--- config.mk ---
export PLATFORM = sky130hd
export DESIGN_NAME = i2c_slave_ctl
export DESIGN_NICKNAME = d
export VERILOG_FILES = /design/src/rtl/i2c_slave_ctl_pkg.sv /design/src/rtl/i2c_slave_ctl_in_filter.sv /design/src/rtl/i2c_slave_ctl.sv
export SDC_FILE = /design/constraint.sdc
export NUM_CORES = 1
export LEC_CHECK = 0
export CAP_MARGIN = 20
export CORE_ASPECT_RATIO = 1.4
export CORE_MARGIN = 4
export CORE_UTILIZATION = 45
export CTS_CLUSTER_DIAMETER = 40
export DETAILED_ROUTE_END_ITERATION = 8
export PLACE_DENSITY = 0.68
export SYNTH_ARGS = -nofsm -noshare
export SYNTH_HDL_FRONTEND = slang
export SYNTH_SLANG_ARGS = --single-unit
--- constraint.sdc ---
create_clock -name i_sysclk -period 3.9 [get_ports i_sysclk]
set_input_delay 0.975 -clock i_sysclk [delete_from_list [all_inputs] [get_ports i_sysclk]]
set_output_delay 0.975 -clock i_sysclk [all_outputs]
set_load 0.01 [all_outputs]
--- src/rtl/i2c_slave_ctl_pkg.sv ---
// i2c_slave_ctl_pkg -- bus-level definitions shared by the I2C slave controller
// and its input filter: controller state encoding and ACK/NAK line levels.
package i2c_slave_ctl_pkg;

  typedef enum logic [2:0] {
    IDLE,
    ADDR,
    ADDR_ACK,
    RX,
    RX_ACK,
    TX,
    TX_ACK,
    WAIT_STOP
  } i2c_state_t;

  // SDA level during the acknowledge bit
  localparam logic I2C_ACK = 1'b0;
  localparam logic I2C_NAK = 1'b1;

  // width of the glitch-filter run-length counter (FILTER_LEN up to 15)
  localparam int unsigned FILTER_CNT_W = 4;

endpackage

--- src/rtl/i2c_slave_ctl_in_filter.sv ---
// i2c_in_filter -- pad input conditioner: 2-flop synchroniser followed by a
// run-length filter. The output only follows the synchronised input after
// FILTER_LEN consecutive samples that disagree with the current output.
// Ports:
//   i_sysclk, i_reset_n : clock, asynchronous active-low reset
//   i_pad               : raw pad input
//   o_filt              : filtered level (presets to 1 so an idle bus stays idle)
module i2c_in_filter
  import i2c_slave_ctl_pkg::*;
#(
  parameter int FILTER_LEN = 4
) (
  input  logic i_sysclk,
  input  logic i_reset_n,
  input  logic i_pad,
  output logic o_filt
);

  logic [1:0]              sync;
  logic [FILTER_CNT_W-1:0] run_cnt;

  always_ff @(posedge i_sysclk or negedge i_reset_n) begin
    if (!i_reset_n) begin
      sync    <= '1;
      o_filt  <= 1'b1;
      run_cnt <= '0;
    end else begin
      sync <= {sync[0], i_pad};
      if (sync[1] == o_filt) begin
        run_cnt <= '0;
      end else if (run_cnt == FILTER_CNT_W'(FILTER_LEN - 1)) begin
        o_filt  <= sync[1];
        run_cnt <= '0;
      end else begin
        run_cnt <= run_cnt + 1'b1;
      end
    end
  end

endmodule

--- src/rtl/i2c_slave_ctl.sv ---
// i2c_slave_ctl -- 7-bit-address I2C slave protocol controller.
// Ports:
//   i_sysclk, i_reset_n      : clock, asynchronous active-low reset
//   i_enable                 : slave enable; low forces IDLE and releases the bus
//   i_slave_addr             : own 7-bit address
//   i_scl, i_sda             : pad inputs
//   o_sda_oen, o_scl_oen     : active-low open-drain enables (pad drives 0 only)
//   o_rx_data, o_rx_valid    : received byte and its 1-cycle strobe
//   i_tx_data, o_tx_req      : byte to transmit and its 1-cycle request strobe
//   o_start, o_stop          : 1-cycle bus-condition strobes
//   o_rw, o_busy             : R/W bit of last matched address, addressed flag
//   i_hold                   : clock-stretch request
// Build option: I2C_SLAVE_CLK_STRETCH_EN enables SCL stretching after ACK bits;
// otherwise o_scl_oen is tied high and i_hold is ignored.
module i2c_slave_ctl
  import i2c_slave_ctl_pkg::*;
#(
  parameter int FILTER_LEN = 4
) (
  input  logic       i_sysclk,
  input  logic       i_reset_n,
  input  logic       i_enable,
  input  logic [6:0] i_slave_addr,
  input  logic       i_scl,
  input  logic       i_sda,
  output logic       o_sda_oen,
  output logic       o_scl_oen,
  output logic [7:0] o_rx_data,
  output logic       o_rx_valid,
  input  logic [7:0] i_tx_data,
  output logic       o_tx_req,
  output logic       o_start,
  output logic       o_stop,
  output logic       o_rw,
  output logic       o_busy,
  input  logic       i_hold
);

  logic       f_scl, f_sda, scl_q, sda_q;
  logic       scl_rise, scl_fall, start_det, stop_det, ack_end;
  i2c_state_t state;
  logic [2:0] bit_cnt;
  logic [6:0] rx_sh, tx_sh;
  logic       ack_clk;  // SCL rise of the current ACK bit already seen

  i2c_in_filter #(.FILTER_LEN(FILTER_LEN)) u_scl_filter (
    .i_sysclk (i_sysclk), .i_reset_n(i_reset_n), .i_pad(i_scl), .o_filt(f_scl)
  );
  i2c_in_filter #(.FILTER_LEN(FILTER_LEN)) u_sda_filter (
    .i_sysclk (i_sysclk), .i_reset_n(i_reset_n), .i_pad(i_sda), .o_filt(f_sda)
  );

  always_ff @(posedge i_sysclk or negedge i_reset_n) begin
    if (!i_reset_n) begin
      scl_q <= 1'b1;
      sda_q <= 1'b1;
    end else begin
      scl_q <= f_scl;
      sda_q <= f_sda;
    end
  end

  always_comb begin
    scl_rise  = f_scl & ~scl_q;
    scl_fall  = ~f_scl & scl_q;
    start_det = scl_q & f_scl & sda_q & ~f_sda;
    stop_det  = scl_q & f_scl & ~sda_q & f_sda;
    ack_end   = scl_fall & ack_clk &
                ((state == ADDR_ACK) | (state == RX_ACK) | (state == TX_ACK));
  end

  always_ff @(posedge i_sysclk or negedge i_reset_n) begin
    if (!i_reset_n) begin
      state      <= IDLE;
      bit_cnt    <= '0;
      rx_sh      <= '0;
      tx_sh      <= '0;
      ack_clk    <= 1'b0;
      o_sda_oen  <= 1'b1;
      o_rx_data  <= '0;
      o_rx_valid <= 1'b0;
      o_tx_req   <= 1'b0;
      o_start    <= 1'b0;
      o_stop     <= 1'b0;
      o_rw       <= 1'b0;
      o_busy     <= 1'b0;
    end else begin
      o_rx_valid <= 1'b0;
      o_tx_req   <= 1'b0;
      if (!i_enable) begin
        state     <= IDLE;
        o_sda_oen <= 1'b1;
        o_busy    <= 1'b0;
        o_start   <= 1'b0;
        o_stop    <= 1'b0;
      end else begin
        o_start <= start_det;
        o_stop  <= stop_det;
        // START wins over any bit sampled in the same cycle
        if (start_det) begin
          state     <= ADDR;
          bit_cnt   <= '0;
          o_sda_oen <= 1'b1;
          o_busy    <= 1'b0;
        end else if (stop_det) begin
          state     <= IDLE;
          o_sda_oen <= 1'b1;
          o_busy    <= 1'b0;
        end else begin
          case (state)
            ADDR: if (scl_rise) begin
              rx_sh   <= {rx_sh[5:0], f_sda};
              bit_cnt <= bit_cnt + 3'd1;
              if (bit_cnt == 3'd7) begin
                if (rx_sh == i_slave_addr) begin
                  state   <= ADDR_ACK;
                  ack_clk <= 1'b0;
                  o_rw    <= f_sda;
                  o_busy  <= 1'b1;
                end else begin
                  state <= WAIT_STOP;
                end
              end
            end
            ADDR_ACK, RX_ACK: begin
              if (scl_rise) begin
                ack_clk <= 1'b1;
                if (state == ADDR_ACK && o_rw) o_tx_req <= 1'b1;
              end
              if (scl_fall) begin
                if (!ack_clk) begin
                  o_sda_oen <= I2C_ACK;
                end else if (state == ADDR_ACK && o_rw) begin
                  state     <= TX;
                  bit_cnt   <= '0;
                  tx_sh     <= i_tx_data[6:0];
                  o_sda_oen <= i_tx_data[7];
                end else begin
                  state     <= RX;
                  bit_cnt   <= '0;
                  o_sda_oen <= 1'b1;
                end
              end
            end
            RX: if (scl_rise) begin
              rx_sh   <= {rx_sh[5:0], f_sda};
              bit_cnt <= bit_cnt + 3'd1;
              if (bit_cnt == 3'd7) begin
                o_rx_data  <= {rx_sh, f_sda};
                o_rx_valid <= 1'b1;
                state      <= RX_ACK;
                ack_clk    <= 1'b0;
              end
            end
            TX: begin
              // bit 7 went out on entry; the remaining seven follow on SCL falls
              if (scl_fall) begin
                o_sda_oen <= tx_sh[6];
                tx_sh     <= {tx_sh[5:0], 1'b0};
              end
              if (scl_rise) begin
                bit_cnt <= bit_cnt + 3'd1;
                if (bit_cnt == 3'd7) begin
                  state   <= TX_ACK;
                  ack_clk <= 1'b0;
                end
              end
            end
            TX_ACK: begin
              if (scl_rise) begin
                if (f_sda == I2C_NAK) begin
                  state <= WAIT_STOP;
                end else begin
                  ack_clk  <= 1'b1;
                  o_tx_req <= 1'b1;
                end
              end
              if (scl_fall) begin
                if (!ack_clk) begin
                  o_sda_oen <= 1'b1;
                end else begin
                  state     <= TX;
                  bit_cnt   <= '0;
                  tx_sh     <= i_tx_data[6:0];
                  o_sda_oen <= i_tx_data[7];
                end
              end
            end
            default: o_sda_oen <= 1'b1;
          endcase
        end
      end
    end
  end

`ifdef I2C_SLAVE_CLK_STRETCH_EN
  // Stretch begins on the SCL fall that ends an ACK bit and lasts while i_hold
  always_ff @(posedge i_sysclk or negedge i_reset_n) begin
    if (!i_reset_n) begin
      o_scl_oen <= 1'b1;
    end else if (!i_enable || start_det || stop_det) begin
      o_scl_oen <= 1'b1;
    end else if (ack_end) begin
      o_scl_oen <= ~i_hold;
    end else if (!i_hold) begin
      o_scl_oen <= 1'b1;
    end
  end
`else
  logic unused_hold;
  assign unused_hold = i_hold ^ ack_end;
  assign o_scl_oen   = 1'b1;
`endif

endmodule

==> flow_summary.yaml <==
synth:
  synth.largest_area_cell: "dfrtp_1"
  ys_warn_count: 0
  synthArstFlopShare_pct: 100
  yosysMostFrequentCell: "dfrtp_1"
  syn_inst: 215
  synth_ff_type: "dfrtp_1"
  synth.area.top_cells: "dfrtp_1 43%, mux2_2 14%, dfstp_2 9.4%"
  synthesis.area_um2: 2510
  synth_edf_count: 0
  synth_top_area_share_pct: 42.9
  postSynthAreaPerCell_um2: 11.7
  yosys-top-cells-count: "43 x dfrtp_1, 31 x mux2_2, 10 x inv_1, 10 x nor2_1"
  ys_types: 45
  synth-seq-cells: 52
  ys_seq_area_share_pct: 52.3
  synth_fp_nets: 240
clock_tree:
  cts.sinks: 52
  cts_tree: "built"
  cts_resized: 0
  clkLatencyLatePin_ps: 310
  h-tree-depth: 2
  path_clk_slew_ps: 90
  numCtsBuffers: 5
  postCtsSetupBuffers: 0
  clockRootBuffer: "clkbuf_8"
  clockBufferDepth: 2
  cts_hold_buffers: 0
critical_path:
  crit_fanout: 9
  r2r-start: "state[2]$_DFFE_PN0P_"
  critPathKind: "primary input to flop"
  rr_worst_depth: 5
  startpoint: "i_enable"
  worst_ep_required_time_ps: 4100
  arrival_ps: 2900
  crit_path_end_kind: "flop"
  cp_slowest_stage_delay_ps: 590
  worstPathCellList: "clkdlybuf4s50_1 > inv_1 > nor3_2 > buf_4 > and3_1 > mux2_2"
  worst_setup_path_start_kind: "primary input"
  slowest_stage: "clkdlybuf4s50_1"
floorplanning:
  fp.coreArea_um2: 5280
  die_area_um2: 6850
  ioPinCount: 37
  chipWidth_um: 71.1
  start_util_pct: 47.6
  rows: 31
  fp.dieH_um: 96.3
timing:
  tns_ps: 0
  fin_hold_ws_ps: 360
  tightest_slew_ps: 626
  fin_crit_sh_pct: 69.1
  final_max_slew_viol_count: 0
  final_hold_viol_count: 0
  clock_skew_ps: 6.95
  rsz0062_at_grt: "false"
  fin_ws_ps: 1200
  relSlewSlack_pct: 58.2
  setup_viol_count_final: 0
  min_period_ps: 2700
  fmax_mhz: 371
routing:
  antenna_left: 0
  wl_per_cell_um: 14.9
  via_per_inst: 5.49
  wl_um: 4750
  dr_total_vias: 1747
  drt_first_pass_iters: 4
  drc_errors: 0
  drt_iter0_markers: 61
min_path:
  hold_start: "u_sda_filter.sync[0]$_DFF_PN1_"
  holdPathStages: 0
  holdCritPathClass: "flop to flop"
place:
  gp_congestion: 0.912
  place_hpwl_um: 3450
  detailed_place.area_um2: 2890
  port_buffers: 34
  dp_slack_ps: 848
cells_and_area:
  final_nets: 276
  final_layout_size_suffix_gt1_share_pct: 21.4
  antenna_cells: 0
  synthToLayoutAreaGrowth_pct: 19.7
  finalInstanceArea_um2: 3000
power:
  power.leakage_nw: 1.32
  ir_worst_vdd_mv: 0.287
  p_per_area_nw_per_um2: 524
global_routing:
  grt-ovfl-total: 0
  grt_max_degree: 51
  antenna_found_initial: 0
  grt_usage_pct: 14.7
  grt_pass1_wl_um: 7870
  grt_pass1_vias: 1753
status:
  outcome: "complete, no violations"
flow_run:
  cap_violations: 0
## sequential cells by signal (all words and copies together) (netlist names), 3 cells and up
signal	flops
state	3
bit_cnt	3
u_sda_filter.run_cnt	4
rx_sh	7
u_scl_filter.run_cnt	4
o_rx_data	8
tx_sh	7
## cell type report
class | instances | area (um2)
clock buffers | 5 | 68.8
flip-flops and latches | 52 | 1310
repair buffers | 37 | 370
fillers | 477 | 2270
multi-input cells | 145 | 1110
clock inverters | 3 | 18.8
well taps | 66 | 82.6
inverters | 10 | 37.5
## final timing paths
path	to	slack (ps)
max	o_rx_data[1]$_DFFE_PN0P_	1200
min	u_sda_filter.sync[1]$_DFF_PN1_	360
max reg2reg	tx_sh[3]$_DFFE_PN0P_	1600
min reg2reg	u_sda_filter.sync[1]$_DFF_PN1_	360
max in group asynchronous	u_scl_filter.sync[0]$_DFF_PN1_	2750
min in group asynchronous	tx_sh[4]$_DFFE_PN0P_	570
## power by group
part           internal [mW]  total (mW)  switching, mW
sequential             0.673       0.816          0.144
clock                  0.125       0.307          0.181
combinational          0.231       0.451          0.220
## critical path: cells and delay by family
kind          cells  cell delay [ps]
simple gates      2              600
mux               1              380
buf+inv           3              930
## placed cells by master (no fill, tap or decap), drive strengths merged, types with 2 or more instances in the layout
| cell type | count |
|---|---|
| nor2 | 10 |
| nor2b | 6 |
| mux2 | 31 |
| nand4b | 2 |
| clkbuf | 5 |
| nand3b | 4 |
| nand2 | 9 |
| xnor2 | 3 |
| o211ai | 3 |
| a31oi | 2 |
| o21a | 2 |
| nor3 | 7 |
| clkdlybuf4s50 | 33 |
| dfrtp | 43 |
| nand3 | 7 |
| o21ai | 9 |
| buf | 4 |
| mux2i | 2 |
| nor4 | 2 |
| dfstp | 9 |
| and3 | 3 |
| nand2b | 3 |
| clkinv | 3 |
| a21oi | 7 |
| o22ai | 2 |
| a2111oi | 2 |
| inv | 10 |
| xor2 | 9 |
| nor3b | 4 |
| ha | 4 |
## kinds of logic after synthesis
group	after synthesis	share of synthesized area (%)
multiplexers	33	14.7
AO/OA/AOI/OAI	34	9.58
AND/OR/NAND/NOR	61	13.7
other	1	0.149
XOR/XNOR	12	4.19
buffers and inverters	18	3.39
adder cells (fa/ha/maj)	4	2.00
flip-flops	52	52.3
## stage by stage
step | std cells | power (mW) | util, %
floorplan | 215 | 1.15 | -
global placement | 309 | 1.26 | 54.9
detailed placement | 309 | 1.28 | 54.9
CTS | 317 | 1.59 | 56.5
global route | 318 | 1.68 | 56.9
finish | 318 | 1.57 | 56.9
## per-layer routing
layer / global-route usage, % / part of all wire, % / vias up
met5: 0 / 0 / -
met4: 7.84 / 2.9 / 0
met2: 25.5 / 52 / 35
met1: 17.0 / 42 / 862
li1: - / - / 838
met3: 3.13 / 3.4 / 12
(Power assumes the default switching activity.)
